===== config.mk =====
export PLATFORM = sky130hd
export DESIGN_NAME = rr_timeout_arbiter_flat
export DESIGN_NICKNAME = d
export VERILOG_FILES = /design/src/rtl/rr_timeout_arbiter_if.sv /design/src/rtl/rr_timeout_arbiter.sv /design/src/flat_wrapper.sv
export SDC_FILE = /design/constraint.sdc
export NUM_CORES = 1
export LEC_CHECK = 0
export BUFFER_PORTS_ARGS = -buffer_cell sky130_fd_sc_hd__clkbuf_2
export CORE_MARGIN = 1.5
export CORE_UTILIZATION = 47
export DETAILED_ROUTE_END_ITERATION = 8
export PLACE_DENSITY = 0.73
export SYNTH_ARGS = -nofsm -noshare
export SYNTH_HDL_FRONTEND = slang
export SYNTH_SLANG_ARGS = --single-unit

===== constraint.sdc =====
create_clock -name clk -period 5.65 [get_ports clk]
set_input_delay 0 -clock clk [delete_from_list [all_inputs] [get_ports clk]]
set_output_delay 0 -clock clk [all_outputs]
set_load 0.005 [all_outputs]

===== src/rtl/rr_timeout_arbiter_if.sv =====
// Request/grant bundle between the NoC output-stage arbiter and its input ports.
// The arbiter takes the slave side; the port logic (or a bench) takes the master side.
interface rr_timeout_arbiter_if #(
  parameter int NUM_PORTS = 5,
  parameter int LEN_W     = 12,
  parameter int FLIT_ID_W = 3,
  parameter int IDX_W     = $clog2(NUM_PORTS)
);
  logic [NUM_PORTS-1:0]           req;
  logic [NUM_PORTS*FLIT_ID_W-1:0] flit_id;
  logic [NUM_PORTS*LEN_W-1:0]     length;
  logic [NUM_PORTS-1:0]           grant;
  logic                           grant_valid;
  logic [IDX_W-1:0]               grant_idx;
  logic [NUM_PORTS-1:0]           timeout_pulse;

  modport master (
    output req, flit_id, length,
    input  grant, grant_valid, grant_idx, timeout_pulse
  );

  modport slave (
    input  req, flit_id, length,
    output grant, grant_valid, grant_idx, timeout_pulse
  );
endinterface


===== src/rtl/rr_timeout_arbiter.sv =====
// N-port round-robin arbiter with a per-port hold limit latched from header flits.
// Registered one-hot grant drives the crossbar select.
//
// state   | meaning
// S_IDLE  | no owner; any request is granted starting after the last owner
// S_GRANT | idx_q owns the output; held until release or hold-limit expiry
module rr_timeout_arbiter #(
  parameter  int NUM_PORTS = 5,
  parameter  int LEN_W     = 12,
  parameter  int FLIT_ID_W = 3,
  parameter  int HEAD_ID   = 1,
  localparam int IDX_W     = $clog2(NUM_PORTS)
) (
  input  logic                 clk,
  input  logic                 rst,
  rr_timeout_arbiter_if.slave  bus
);

  typedef enum logic {S_IDLE, S_GRANT} state_e;

  state_e                 state_q, state_d;
  logic [NUM_PORTS-1:0]   grant_q, grant_d;
  logic [NUM_PORTS-1:0]   tpulse_q, tpulse_d;
  logic [IDX_W-1:0]       idx_q, idx_d;
  logic [IDX_W-1:0]       last_q, last_d;
  logic [LEN_W-1:0]       count_q, count_d;
  logic [LEN_W-1:0]       limit_q [NUM_PORTS];

  logic [LEN_W-1:0]       owner_limit;
  logic                   expired;
  logic [IDX_W:0]         nxt_idle, nxt_own;

  // Rotating search from p+1. From idle the previous owner is the last candidate,
  // so a lone requester is still served; while owning, p itself is excluded.
  function automatic logic [IDX_W:0] search(input logic [IDX_W-1:0]   p,
                                            input logic [NUM_PORTS-1:0] r,
                                            input logic                 incl_self);
    logic             found;
    logic [IDX_W-1:0] idx;
    int               j;
    found = 1'b0;
    idx   = '0;
    for (int k = 1; k <= NUM_PORTS; k++) begin
      j = (int'(p) + k) % NUM_PORTS;
      if (!found && r[j[IDX_W-1:0]] && (k < NUM_PORTS || incl_self)) begin
        found = 1'b1;
        idx   = j[IDX_W-1:0];
      end
    end
    return {found, idx};
  endfunction

  always_ff @(posedge clk) begin
    if (rst) begin
      for (int i = 0; i < NUM_PORTS; i++) limit_q[i] <= '0;
    end else begin
      for (int i = 0; i < NUM_PORTS; i++) begin
        if (bus.flit_id[i*FLIT_ID_W +: FLIT_ID_W] == FLIT_ID_W'(HEAD_ID))
          limit_q[i] <= bus.length[i*LEN_W +: LEN_W];
      end
    end
  end

  always_ff @(posedge clk) begin
    if (rst) begin
      state_q  <= S_IDLE;
      grant_q  <= '0;
      tpulse_q <= '0;
      idx_q    <= '0;
      last_q   <= IDX_W'(NUM_PORTS - 1);
      count_q  <= '0;
    end else begin
      state_q  <= state_d;
      grant_q  <= grant_d;
      tpulse_q <= tpulse_d;
      idx_q    <= idx_d;
      last_q   <= last_d;
      count_q  <= count_d;
    end
  end

  always_comb begin
    state_d     = state_q;
    grant_d     = grant_q;
    tpulse_d    = '0;
    idx_d       = idx_q;
    last_d      = last_q;
    count_d     = count_q;
    owner_limit = limit_q[idx_q];
    expired     = (owner_limit != '0) && (count_q == owner_limit - 1'b1);
    nxt_idle    = search(last_q, bus.req, 1'b1);
    nxt_own     = search(idx_q, bus.req, 1'b0);

    case (state_q)
      S_IDLE: begin
        if (nxt_idle[IDX_W]) begin
          state_d                        = S_GRANT;
          grant_d                        = '0;
          grant_d[nxt_idle[IDX_W-1:0]]   = 1'b1;
          idx_d                          = nxt_idle[IDX_W-1:0];
          count_d                        = '0;
        end
      end
      S_GRANT: begin
        if (!bus.req[idx_q]) begin
          last_d = idx_q;
          if (nxt_own[IDX_W]) begin
            grant_d                     = '0;
            grant_d[nxt_own[IDX_W-1:0]] = 1'b1;
            idx_d                       = nxt_own[IDX_W-1:0];
            count_d                     = '0;
          end else begin
            state_d = S_IDLE;
            grant_d = '0;
          end
        end else if (expired) begin
          // With no competitor the owner keeps the output and simply restarts its window.
          count_d = '0;
          if (nxt_own[IDX_W]) begin
            grant_d                     = '0;
            grant_d[nxt_own[IDX_W-1:0]] = 1'b1;
            idx_d                       = nxt_own[IDX_W-1:0];
            last_d                      = idx_q;
            tpulse_d[idx_q]             = 1'b1;
          end
        end else begin
          count_d = count_q + 1'b1;
        end
      end
      default: state_d = S_IDLE;
    endcase
  end

  assign bus.grant         = grant_q;
  assign bus.grant_valid   = |grant_q;
  assign bus.grant_idx     = idx_q;
  assign bus.timeout_pulse = tpulse_q;

endmodule


===== src/flat_wrapper.sv =====
// flat-port wrapper written by rule: the top's interface ports become plain ports
module rr_timeout_arbiter_flat 
#(
  parameter  int NUM_PORTS = 5,
  parameter  int LEN_W     = 12,
  parameter  int FLIT_ID_W = 3,
  parameter  int HEAD_ID   = 1,
  localparam int IDX_W     = $clog2(NUM_PORTS)
)
  (clk, rst, bus_req, bus_flit_id, bus_length, bus_grant, bus_grant_valid, bus_grant_idx, bus_timeout_pulse);
  rr_timeout_arbiter_if #(.NUM_PORTS(NUM_PORTS), .LEN_W(LEN_W), .FLIT_ID_W(FLIT_ID_W)) bus_i ();
  input  logic clk;
  input  logic rst;
  input wire logic [$bits(bus_i.req)-1:0] bus_req;
  input wire logic [$bits(bus_i.flit_id)-1:0] bus_flit_id;
  input wire logic [$bits(bus_i.length)-1:0] bus_length;
  output wire logic [$bits(bus_i.grant)-1:0] bus_grant;
  output wire logic [$bits(bus_i.grant_valid)-1:0] bus_grant_valid;
  output wire logic [$bits(bus_i.grant_idx)-1:0] bus_grant_idx;
  output wire logic [$bits(bus_i.timeout_pulse)-1:0] bus_timeout_pulse;
  assign bus_i.req = bus_req;
  assign bus_i.flit_id = bus_flit_id;
  assign bus_i.length = bus_length;
  assign bus_grant = bus_i.grant;
  assign bus_grant_valid = bus_i.grant_valid;
  assign bus_grant_idx = bus_i.grant_idx;
  assign bus_timeout_pulse = bus_i.timeout_pulse;
  rr_timeout_arbiter #(.NUM_PORTS(NUM_PORTS), .LEN_W(LEN_W), .FLIT_ID_W(FLIT_ID_W), .HEAD_ID(HEAD_ID)) u_core (.clk(clk), .rst(rst), .bus(bus_i));
endmodule

==> flow_summary_export.csv, run 1 <==
group,metric,value,unit
cts,clk_pin_slew,0.06,ns
run_status,status,"finished, final reports clean",
sta,setup_tns,0,ns
synth,yosysMostFrequentCell,"and2_1",
synth,async_flop_share,0,
cells_and_area,stdcell_count,1258,
route,dr.pass1.iters,5,
cells_and_area,diodes,0,
setup_path,r2r-start,"u_core.last_q[1]$_SDFFE_PP0P_",
cts,cts_buffers,9,
route,wl,21900,µm
cells_and_area,drive_gt1_frac,0.197,
sta,tightest_slew,0.928,ns
global_route,grt_first_pass_wirelength,35600,µm
place,gp_congestion,0.900,
synth,ys_types,108,
route,dr.first_iter.drc_count,605,
cells_and_area,syn_to_final_growth,17.3,%
floorplanning,die-area,0.0185,mm²
setup_path,cp_slowest_stage_delay,0.55,ns
cells_and_area,regArea,0.00244,mm²
synth,syn_area,0.00830,mm²
setup_path,path_depth,16,
sta,fmax,201,MHz
cells_and_area,fill_cells,1514,
synth,synth_top_family_by_area,"simple AND/OR/NAND/NOR gates",
power,peakVddDrop,0.232,mV
synth,yosys-top-cells-count,"and2_1 (70), nand2_1 (67), edfxtp_1 (60), a21oi_1 (53), ha_1 (47)",
setup_path,critPathTopFamily,"compound AO/OA/AOI/OAI gates",
run,drv_cap,0,
synth,muxShareOfSynthArea,0.0900,
sta,rsz0062_at_grt,"false",
hold_path,hold_path_class,"primary input to register",
synth,synth_adder_area_share,0.0732,
setup_path,crit_fanout,12,
synth,yosys_warnings,0,
setup_path,cp_num_buf_inv,1,
global_route,antenna_found_initial,0,
floorplanning,core_area,0.0173,mm²
synth,synth_edf_count,60,
setup_path,r2r-end,"u_core.count_q[5]$_SDFFE_PP0P_",
synth,syn_area_per_cell,9.17,µm²
sta,hold_viol,0,
synth,synth_compound_area_frac,0.201,
route,drc,0,
global_route,grtUsageTotal,0.240,
sta,hold_slack,0.131,ns
cells_and_area,multi_input_area,0.00544,mm²
cts,clk_path_buf_depth,2,
sta,fin_skew,0.0138,ns
setup_path,crit_end,"u_core.count_q[5]$_SDFFE_PP0P_",
synth,syn_inst,905,
synth,synthXorXnorAreaFrac,0.0440,
route,wl_per_cell,17.4,µm
setup_path,cp.required,5.91,ns
global_route,grt_pass1_vias,7167,
synth,synth_top_cells_by_area,"edfxtp_1 (22%), dfxtp_1 (7.7%), ha_1 (7.1%), and2_1 (5.3%), mux2i_1 (4.0%)",
setup_path,critical_path_arrival,5.22,ns
place,dp_hpwl,15200,µm
synth,yosysTopAreaCell,"edfxtp_1",
cts,cts_tree,"yes",
cts,clkSinkCount,92,
sta,period_share,0.879,
synth,synthSimpleGateAreaFrac,0.246,
floorplanning,io_pins,96,
cts,htreeDepth,3,
setup_path,end_kind,"register",
route,postRouteAntennaNets,0,
sta,min_period,4.97,ns
global_route,grt_max_degree,61,
sta,setup_viol,0,
setup_path,path_class,"register to register",
route,via_per_inst,5.92,
floorplanning,std_cell_rows,48,
sta,slew_viol_final,0,
setup_path,reg2reg_depth,16,
cts,cts_setup_buffers,0,
power,p_per_area,408,mW/mm²
floorplanning,die_height,136,µm
synth,netlist.area_leader.share,0.217,
cts,insertion_delay,0.34,ns
global_route,grt_overflow_total,0,
cells_and_area,fin_nets,1158,
cells_and_area,final_util,0.563,
synth,synth.ff_latch_count,92,
synth,syn_nets,1035,
setup_path,crit_path_top_delay_cell,"ha_1",
setup_path,path_cells,"inv_1, ha_1, o21a_1, a21oi_1, xnor2_1, ha_1, fa_1, a21bo_2, or3_1, a32oi_1, nand2_1, nor3b_4, nand4_4, nand2_1, o21ai_1, a21oi_1",
floorplanning,dieWidth,136,µm
setup_path,reg2reg_slack,0.68,ns
setup_path,startpoint_type,"register",
power,leakagePower,3.85,nW
setup_path,crit_start,"u_core.last_q[1]$_SDFFE_PP0P_",
synth,synth-main-ff-cell,"edfxtp_1",
floorplanning,initial_core_util,0.480,
place,portBuffers,95,
sta,slew_headroom,0.374,
cts,root_buffer,"clkbuf_16",
route,num_vias,7447,
synth,synth-seq-area-share,0.294,
place,dpl.cell_count,1182,
[stage by stage]
stage	total power [W]	area [µm²]	setup slack, ns
CTS	0.00394	9740	0.554
finish	0.00397	9740	0.684
detailed placement	0.00334	8860	0.563
global route	0.00426	9740	0.140
floorplan	0.00287	8300	1.28
global placement	0.00330	8860	0.599
[placed cells by master, fill, tap and decap left out, types with 8 or more instances in the layout]
cell type and count:
a211oi_1 11, a21oi_1 52, a31oi_1 9, and2_1 70, and3_1 9, buf_4 8
clkbuf_16 9, clkbuf_2 95, dfxtp_1 31, dlygate4sd3_1 60, edfxtp_1 60, ha_1 47
inv_1 40, mux2i_1 33, mux4_2 14, nand2_1 67, nand2b_1 16, nand3_1 20
nand4_1 14, nor2_1 43, nor2b_1 12, nor3_1 20, nor3b_1 10, o211ai_1 15
o21ai_0 32, or2_2 12, or3_1 12, xnor2_1 23, xor2_1 10
[worst min-delay path by stage]
stage | start | endpoint | cells past startpoint
floorplan | bus_length[0] | u_core.limit_q[0][0]$_SDFFCE_PP0P_ | 1
global route | rst | u_core.last_q[0]$_SDFFE_PP0P_ | 2
finish | rst | u_core.last_q[1]$_SDFFE_PP0P_ | 2
detailed placement | bus_length[12] | u_core.limit_q[1][0]$_SDFFCE_PP0P_ | 2
CTS | rst | u_core.last_q[1]$_SDFFE_PP0P_ | 2
global placement | bus_length[9] | u_core.limit_q[0][9]$_SDFFCE_PP0P_ | 2
[area by class of cell]
type	instances	area share
timing repair buffer	163	0.117
inverter	43	0.0168
sequential	92	0.251
clock buffer	10	0.0235
multi-input combinational	719	0.558
tap	225	0.0289
clock inverter	6	0.00475
[state kept, by name (all words and copies together), names as in the netlist, named ones only]
register and count:
u_core.count_q 12, u_core.limit_q 60, u_core.state_q 1, u_core.last_q 3, u_core.bus.timeout_pulse 5, u_core.bus.grant 5, u_core.bus.grant_idx 3
[layer usage]
metal  vias up  GRT usage  part of all wire
li1       3614          -                 -
met1      3531      0.314              0.44
met2       259      0.404              0.48
met3        43     0.0358             0.052
met4         0     0.0822             0.027
met5         -          0                 0
[cell families (layout without fill, tap and decap cells)]
logic type | after synthesis | count (layout)
AND/OR/NAND/NOR | 353 | 353
XOR/XNOR | 37 | 37
flip-flops | 92 | 92
buffers and inverters | 94 | 222
AO/OA/AOI/OAI | 226 | 226
adder cells (fa/ha/maj) | 48 | 48
multiplexers | 55 | 55
[where the power goes]
part,switching [W],internal (W),leakage (nW)
registers,0.000108,0.000803,0.852
logic,0.00145,0.00105,2.87
clock network,0.000263,0.000302,0.131
[what timing repair did]
item                                    4_1_cts  5_1_grt
resized for setup                             0        1
hold buffers                                 60        0
hold endpoints to repair                     60        0
endpoints found under the setup margin        0        5
Note: power is estimated with default switching activity, not from simulation.
==> run 2: changes to the inputs <==
--- a/config.mk
+++ b/config.mk
@@ -8,8 +8,10 @@
 export BUFFER_PORTS_ARGS = -buffer_cell sky130_fd_sc_hd__clkbuf_2
 export CORE_MARGIN = 1.5
 export CORE_UTILIZATION = 47
+export CTS_CLUSTER_DIAMETER = 50
+export CTS_CLUSTER_SIZE = 8
 export DETAILED_ROUTE_END_ITERATION = 8
-export PLACE_DENSITY = 0.73
+export PLACE_DENSITY = 0.66
 export SYNTH_ARGS = -nofsm -noshare
 export SYNTH_HDL_FRONTEND = slang
 export SYNTH_SLANG_ARGS = --single-unit
==> run 2 against run 1 <==
  * Wire length decreased by 0.84%
  * Setup slack better by 0.10 ns
  * First-iteration DRC count shrank 12%
  * Register-to-register slack improved by 0.10 ns
  * Global-route usage rose by 0.24 points
  * Worst hold slack worse by 0.027 ns
  * Power up 0.86%
  * Die area is the same
  * Design area increased by 0.57%
  * Sequential share of layout area fell by 0.14 points
  * Clock power up 1%
  * Non-clock buffer count grew 7
  * Largest power group unchanged
==> flow_summary_export.csv, run 2 (synthesized netlist as in run 1, its figures left out) <==
group,metric,value,unit
cells_and_area,diodes,0,
global_route,grtUsageMet1,0.334,
sta,tightest_slew,1.00,ns
global_route,grt_pass1_vias,7035,
sta,min_period,4.86,ns
global_route,grt_first_pass_wirelength,35700,µm
cells_and_area,fill_cells,1523,
cts,insertion_delay,0.35,ns
hold_path,min_from,"rst",
global_route,grtUsageMet3,0.0403,
floorplanning,io_pins,96,
global_route,grt_overflow_total,0,
sta,fmax,206,MHz
cells_and_area,design_area,0.00979,mm²
floorplanning,die-area,0.0185,mm²
route,via_per_inst,5.80,
sta,fin_skew,0.00925,ns
sta,setup_tns,0,ns
power,leakagePower,3.88,nW
power,p_total,0.00400,W
setup_path,reg2reg_slack,0.79,ns
cts,htreeDepth,3,
cells_and_area,fin_nets,1165,
sta,hold_slack,0.103,ns
route,wl,21700,µm
route,wl_per_cell,17.1,µm
floorplanning,dieWidth,136,µm
setup_path,r2r-start,"u_core.last_q[1]$_SDFFE_PP0P_",
floorplanning,std_cell_rows,48,
setup_path,r2r-end,"u_core.count_q[5]$_SDFFE_PP0P_",
place,portBuffers,95,
hold_path,hold_path_class,"primary input to register",
global_route,grt_max_degree,61,
power,peakVddDrop,0.194,mV
setup_path,crit_fanout,12,
cts,root_buffer,"clkbuf_16",
sta,period_share,0.861,
cells_and_area,layout_commonest_cell,"clkbuf_2",
place,postPlaceCellArea,0.00891,mm²
cells_and_area,regArea,0.00244,mm²
cts,clkSinkCount,92,
sta,slew_viol_final,0,
hold_path,min_path_cells,2,
cells_and_area,syn_to_final_growth,18.0,%
setup_path,path_class,"register to register",
cts,cts_tree,"yes",
power,p_per_area,409,mW/mm²
route,dr.pass1.iters,7,
cells_and_area,multi_input_area,0.00544,mm²
route,drc,0,
cts,clk_path_buf_depth,2,
setup_path,critical_path_arrival,5.13,ns
route,postRouteAntennaNets,0,
setup_path,cp.required,5.92,ns
place,dp_hpwl,15500,µm
cts,cts_setup_buffers,0,
sta,rsz0062_at_grt,"false",
run,drv_cap,0,
cts,clk_pin_slew,0.07,ns
cells_and_area,drive_gt1_frac,0.204,
sta,slew_headroom,0.322,
global_route,busiest_layer,"met2",
global_route,grt_util_met2,0.400,
global_route,grtUsageTotal,0.242,
floorplanning,die_height,136,µm
route,dr.first_iter.drc_count,534,
sta,setup_viol,0,
floorplanning,initial_core_util,0.480,
place,pre_cts_ws,0.656,ns
global_route,antenna_found_initial,0,
setup_path,reg2reg_depth,16,
route,num_vias,7334,
cells_and_area,largest-register,"u_core.limit_q",
cells_and_area,largest_reg_flops,60,
sta,hold_viol,0,
cells_and_area,reg_top3,"u_core.limit_q: 60 flops, u_core.count_q: 12 flops",
cts,cts_buffers,9,
cells_and_area,final_cell_mix,"clkbuf_2 (95), and2_1 (70), nand2_1 (67), dlygate4sd3_1 (60), edfxtp_1 (60)",
setup_path,startpoint_type,"register",
hold_path,whs_endpoint,"u_core.state_q$_SDFF_PP0_",
sta,fin_ws,0.787,ns
setup_path,end_kind,"register",
floorplanning,core_area,0.0173,mm²
run_status,status,"finished, final reports clean",
place,gp_congestion,0.879,
[run 2: changes by cell type in the layout (fill, tap and decap cells not counted), sizes merged]
cell / previous run / this run
clkinvlp: 1 / 2
clkinv: 4 / 3
buf: 8 / 15
[run 2: worst max-delay path by stage]
stage / endpoint / from / slack, ns / depth (start not counted)
floorplan: u_core.bus.grant[0]$_SDFFE_PP0P_ / u_core.bus.grant_idx[0]$_SDFFE_PP0P_ / 1.28 / 18
global placement: u_core.bus.grant[2]$_SDFFE_PP0P_ / u_core.bus.grant_idx[1]$_SDFFE_PP0P_ / 0.80 / 15
detailed placement: u_core.count_q[5]$_SDFFE_PP0P_ / u_core.bus.grant_idx[1]$_SDFFE_PP0P_ / 0.66 / 17
CTS: u_core.count_q[5]$_SDFFE_PP0P_ / u_core.bus.grant_idx[1]$_SDFFE_PP0P_ / 0.66 / 17
global route: u_core.count_q[5]$_SDFFE_PP0P_ / u_core.bus.grant_idx[1]$_SDFFE_PP0P_ / 0.26 / 17
finish: u_core.count_q[5]$_SDFFE_PP0P_ / u_core.last_q[1]$_SDFFE_PP0P_ / 0.79 / 16
[run 2: worst max-delay path, stage by stage, from the launching register on]
cell     delay (ns)
dfxtp_1        0.38
inv_1          0.17
ha_1           0.56
o21a_1         0.34
a21oi_1        0.09
xnor2_1        0.22
ha_1           0.20
fa_1           0.15
a21bo_2        0.26
or3_1          0.41
a32oi_1        0.42
nand2_1        0.24
nor3b_4        0.36
nand4_4        0.23
nand2_1        0.21
o21ai_1        0.30
a21oi_1        0.24
[run 2: per-stage QoR]
step / instances / util
6_report: 1265 / 0.566
5_1_grt: 1265 / 0.566
4_1_cts: 1265 / 0.566
3_5_place_dp: 1189 / 0.515
3_3_place_gp: 1189 / 0.515
2_1_floorplan: 905 / -
[run 2: report_power, final]
part           switching (W)  internal [W]
Combinational        0.00148       0.00106
Sequential         0.0000888      0.000802
Clock               0.000268      0.000303
[run 2: per-layer routing]
metal | share of wire | vias up
met5 | 0 | -
met4 | 0.012 | 0
met3 | 0.042 | 21
met2 | 0.47 | 213
met1 | 0.48 | 3470
li1 | - | 3630
[run 2: cell type report]
type                    count  share of cell area
repair buffers            170               0.121
well taps                 225              0.0288
flip-flops and latches     92               0.250
multi-input cells         719               0.555
clock buffers              10              0.0234
clock inverters             6             0.00498
inverters                  43              0.0167
[run 2: repair_timing]
action	in CTS	in global routing
endpoints found under the hold margin	60	0
setup endpoints to repair	0	6
hold buffers	60	0
resized for setup	0	1
==> run 3: changes to the inputs <==
--- a/config.mk
+++ b/config.mk
@@ -7,11 +7,9 @@
 export LEC_CHECK = 0
 export BUFFER_PORTS_ARGS = -buffer_cell sky130_fd_sc_hd__clkbuf_2
 export CORE_MARGIN = 1.5
-export CORE_UTILIZATION = 47
-export CTS_CLUSTER_DIAMETER = 50
+export CORE_UTILIZATION = 30
 export CTS_CLUSTER_SIZE = 8
 export DETAILED_ROUTE_END_ITERATION = 8
-export PLACE_DENSITY = 0.66
 export SYNTH_ARGS = -nofsm -noshare
 export SYNTH_HDL_FRONTEND = slang
 export SYNTH_SLANG_ARGS = --single-unit
==> run 3 against run 2 <==
  * Global-route usage decreased by 8.6 points
  * Worst hold slack got worse by 0.088 ns
  * Via count about the same
  * Wire length increased by 1.6%
  * Non-clock buffer count decreased by 2
  * Combinational power about the same
  * First-iteration DRC count decreased by 6.9%
  * Count of clock-buffer cells in the layout unchanged
  * Setup slack improved by 0.067 ns
  * Cell count increased by 9.0%
  * Clock skew increased by 0.0012 ns
  * Sequential share of layout area decreased by 0.40 points
  * Largest power group unchanged
  * Highest routed layer unchanged
==> flow_summary_export.csv, run 3 (synthesized netlist as in run 1, its figures left out) <==
group,metric,value,unit
cts,cts_buffers,9,
global_route,grt_overflow_total,0,
cells_and_area,fin_nets,1163,
setup_path,critical_path_arrival,5.00,ns
setup_path,cp.required,5.86,ns
cells_and_area,diodes,0,
setup_path,path_cells,"buf_4, clkinv_1, ha_1, inv_1, nand2_1, and2_4, ha_1, a21oi_1, o221ai_2, nand2_2, a311o_1, a211oi_2, nor3_2, nand4_4, nand2_1, o21ai_1, nor2_1",
floorplanning,initial_core_util,0.307,
sta,min_period,4.80,ns
route,dr.first_iter.drc_count,497,
global_route,antenna_found_initial,0,
sta,setup_tns,0,ns
place,portBuffers,95,
floorplanning,io_pins,96,
hold_path,min_path_cells,2,
global_route,grt_max_degree,61,
setup_path,crit_fanout,13,
floorplanning,std_cell_rows,60,
global_route,grt_first_pass_wirelength,36300,µm
global_route,grt_pass1_vias,7071,
sta,period_share,0.849,
cells_and_area,layout_commonest_cell,"clkbuf_2",
power,p_per_area,407,mW/mm²
run_status,status,"finished, final reports clean",
cells_and_area,fill_cells,2670,
power,sw_frac_of_total,0.454,
hold_path,hold_path_class,"primary input to register",
setup_path,reg2reg_depth,17,
cts,insertion_delay,0.36,ns
cts,htreeDepth,3,
hold_path,whs_endpoint,"u_core.limit_q[4][8]$_SDFFCE_PP0P_",
power,combPwrFrac,0.626,
setup_path,r2r-end,"u_core.count_q[3]$_SDFFE_PP0P_",
place,dp_hpwl,15900,µm
cts,cts_resized,0,
power,pwr-share-clk,0.157,
power,pwr-share-seq,0.216,
sta,slew_headroom,0.262,
route,drc,0,
setup_path,cp_num_buf_inv,3,
route,wl_met2,10400,µm
cells_and_area,reg_top3,"u_core.limit_q: 60 flops, u_core.count_q: 12 flops",
hold_path,min_from,"bus_length[56]",
cts,root_buffer,"clkbuf_16",
setup_path,crit_path_top_delay_cell,"o21ai_1",
setup_path,startpoint_type,"register",
global_route,grtUsageTotal,0.156,
setup_path,cp_slowest_stage_delay,0.66,ns
route,via_per_inst,5.32,
sta,setup_viol,0,
route,num_vias,7341,
cells_and_area,largest_reg_flops,60,
sta,hold_viol,0,
cells_and_area,largest-register,"u_core.limit_q",
place,pre_cts_ws,0.852,ns
power,leakagePower,3.89,nW
place,gp_congestion,0.866,
sta,slew_viol_final,0,
run,drv_cap,0,
setup_path,critPathTopFamily,"compound AO/OA/AOI/OAI gates",
setup_path,path_class,"register to register",
cts,clk_path_buf_depth,2,
cells_and_area,stdcell_count,1379,
sta,tightest_slew,1.09,ns
route,wl,22000,µm
cts,clkSinkCount,92,
power,p_int,0.00221,W
cts,cts_setup_buffers,0,
cells_and_area,final_cell_mix,"clkbuf_2 (95), and2_1 (70), nand2_1 (67), edfxtp_1 (60), dlygate4sd3_1 (59)",
floorplanning,dieWidth,169,µm
place,dpl.cell_count,1304,
floorplanning,core_area,0.0270,mm²
cts,clk_pin_slew,0.07,ns
route,wl_met1,10300,µm
power,peakVddDrop,0.187,mV
route,postRouteAntennaNets,0,
cells_and_area,drive_gt1_frac,0.202,
sta,hold_slack,0.0146,ns
route,highest_layer,"met4",
route,wl_per_cell,16.0,µm
power,p_switching,0.00183,W
cts,cts_tree,"yes",
cells_and_area,syn_to_final_growth,19.8,%
floorplanning,die_height,169,µm
sta,fmax,209,MHz
sta,fin_skew,0.0105,ns
sta,fin_ws,0.854,ns
setup_path,end_kind,"register",
route,dr.pass1.iters,5,
setup_path,reg2reg_slack,0.85,ns
sta,rsz0062_at_grt,"false",
setup_path,r2r-start,"u_core.last_q[0]$_SDFFE_PP0P_",
floorplanning,die-area,0.0287,mm²
route,met3WireLength,955,µm
-- run 3: cell types whose count changed in the layout (fill, tap and decap cells not counted) --
cell	change
dfxtp_1	+1
bufinv_16	+1
inv_6	+2
clkinv_2	-1
clkinvlp_4	-2
dfxtp_2	-1
dlygate4sd3_1	-1
buf_4	-1
-- run 3: worst max path at each step --
stage / start / end / slack (ns) / cells past startpoint
6_report: u_core.last_q[0]$_SDFFE_PP0P_ / u_core.count_q[3]$_SDFFE_PP0P_ / 0.85 / 17
5_1_grt: u_core.bus.grant_idx[2]$_SDFFE_PP0P_ / u_core.count_q[10]$_SDFFE_PP0P_ / 0.43 / 17
4_1_cts: u_core.last_q[0]$_SDFFE_PP0P_ / u_core.count_q[3]$_SDFFE_PP0P_ / 0.84 / 17
3_5_place_dp: u_core.last_q[0]$_SDFFE_PP0P_ / u_core.count_q[2]$_SDFFE_PP0P_ / 0.85 / 17
3_3_place_gp: u_core.last_q[0]$_SDFFE_PP0P_ / u_core.count_q[2]$_SDFFE_PP0P_ / 1.04 / 17
2_1_floorplan: u_core.bus.grant_idx[0]$_SDFFE_PP0P_ / u_core.bus.grant[0]$_SDFFE_PP0P_ / 1.28 / 18
-- run 3: worst reg2reg max path: cells and delay by family, from the launching register on --
kind / cells / cell delay (ns)
AO/OA/AOI/OAI: 5 / 1.86
AND/OR/NAND/NOR: 7 / 1.08
buffers and inverters: 3 / 0.58
flip-flops: 1 / 0.36
adder cells (fa/ha/maj): 2 / 0.78
-- run 3: what timing repair did --
| item | CTS | global route |
|---|---|---|
| hold endpoints to repair | 59 | 0 |
| hold buffers | 59 | 0 |
| setup endpoints to repair | 0 | 0 |
-- run 3: stage by stage --
| step | area, µm² | power [W] | util |
|---|---|---|---|
| finish | 9950 | 0.00405 | 0.368 |
| floorplan | 8300 | 0.00287 | - |
| global placement | 9050 | 0.00335 | 0.335 |
| CTS | 9950 | 0.00404 | 0.368 |
| detailed placement | 9050 | 0.00337 | 0.335 |
| global route | 9950 | 0.00437 | 0.368 |
-- run 3: per-layer routing --
metal,up-vias,track usage
met1,3489,0.207
met4,0,0.0396
met3,27,0.0273
met5,-,0
li1,3639,-
met2,186,0.263
-- run 3: power by group through the flow --
stage | combinational, W | clock, W | sequential [W]
2_1_floorplan | 0.00202 | 0 | 0.000856
3_3_place_gp | 0.00246 | 0 | 0.000890
3_5_place_dp | 0.00248 | 0 | 0.000891
4_1_cts | 0.00252 | 0.000643 | 0.000876
5_1_grt | 0.00282 | 0.000669 | 0.000887
6_report | 0.00253 | 0.000637 | 0.000876
-- run 3: cell type report --
type                            count  area [µm²]  share of cell area
Inverter                           43         164              0.0165
Clock buffer                       10         229              0.0230
Sequential cell                    92        2440               0.246
Timing Repair Buffer              168        1170               0.118
Tap cell                          341         427              0.0429
Clock inverter                      6        76.3             0.00767
Multi-Input combinational cell    719        5440               0.547
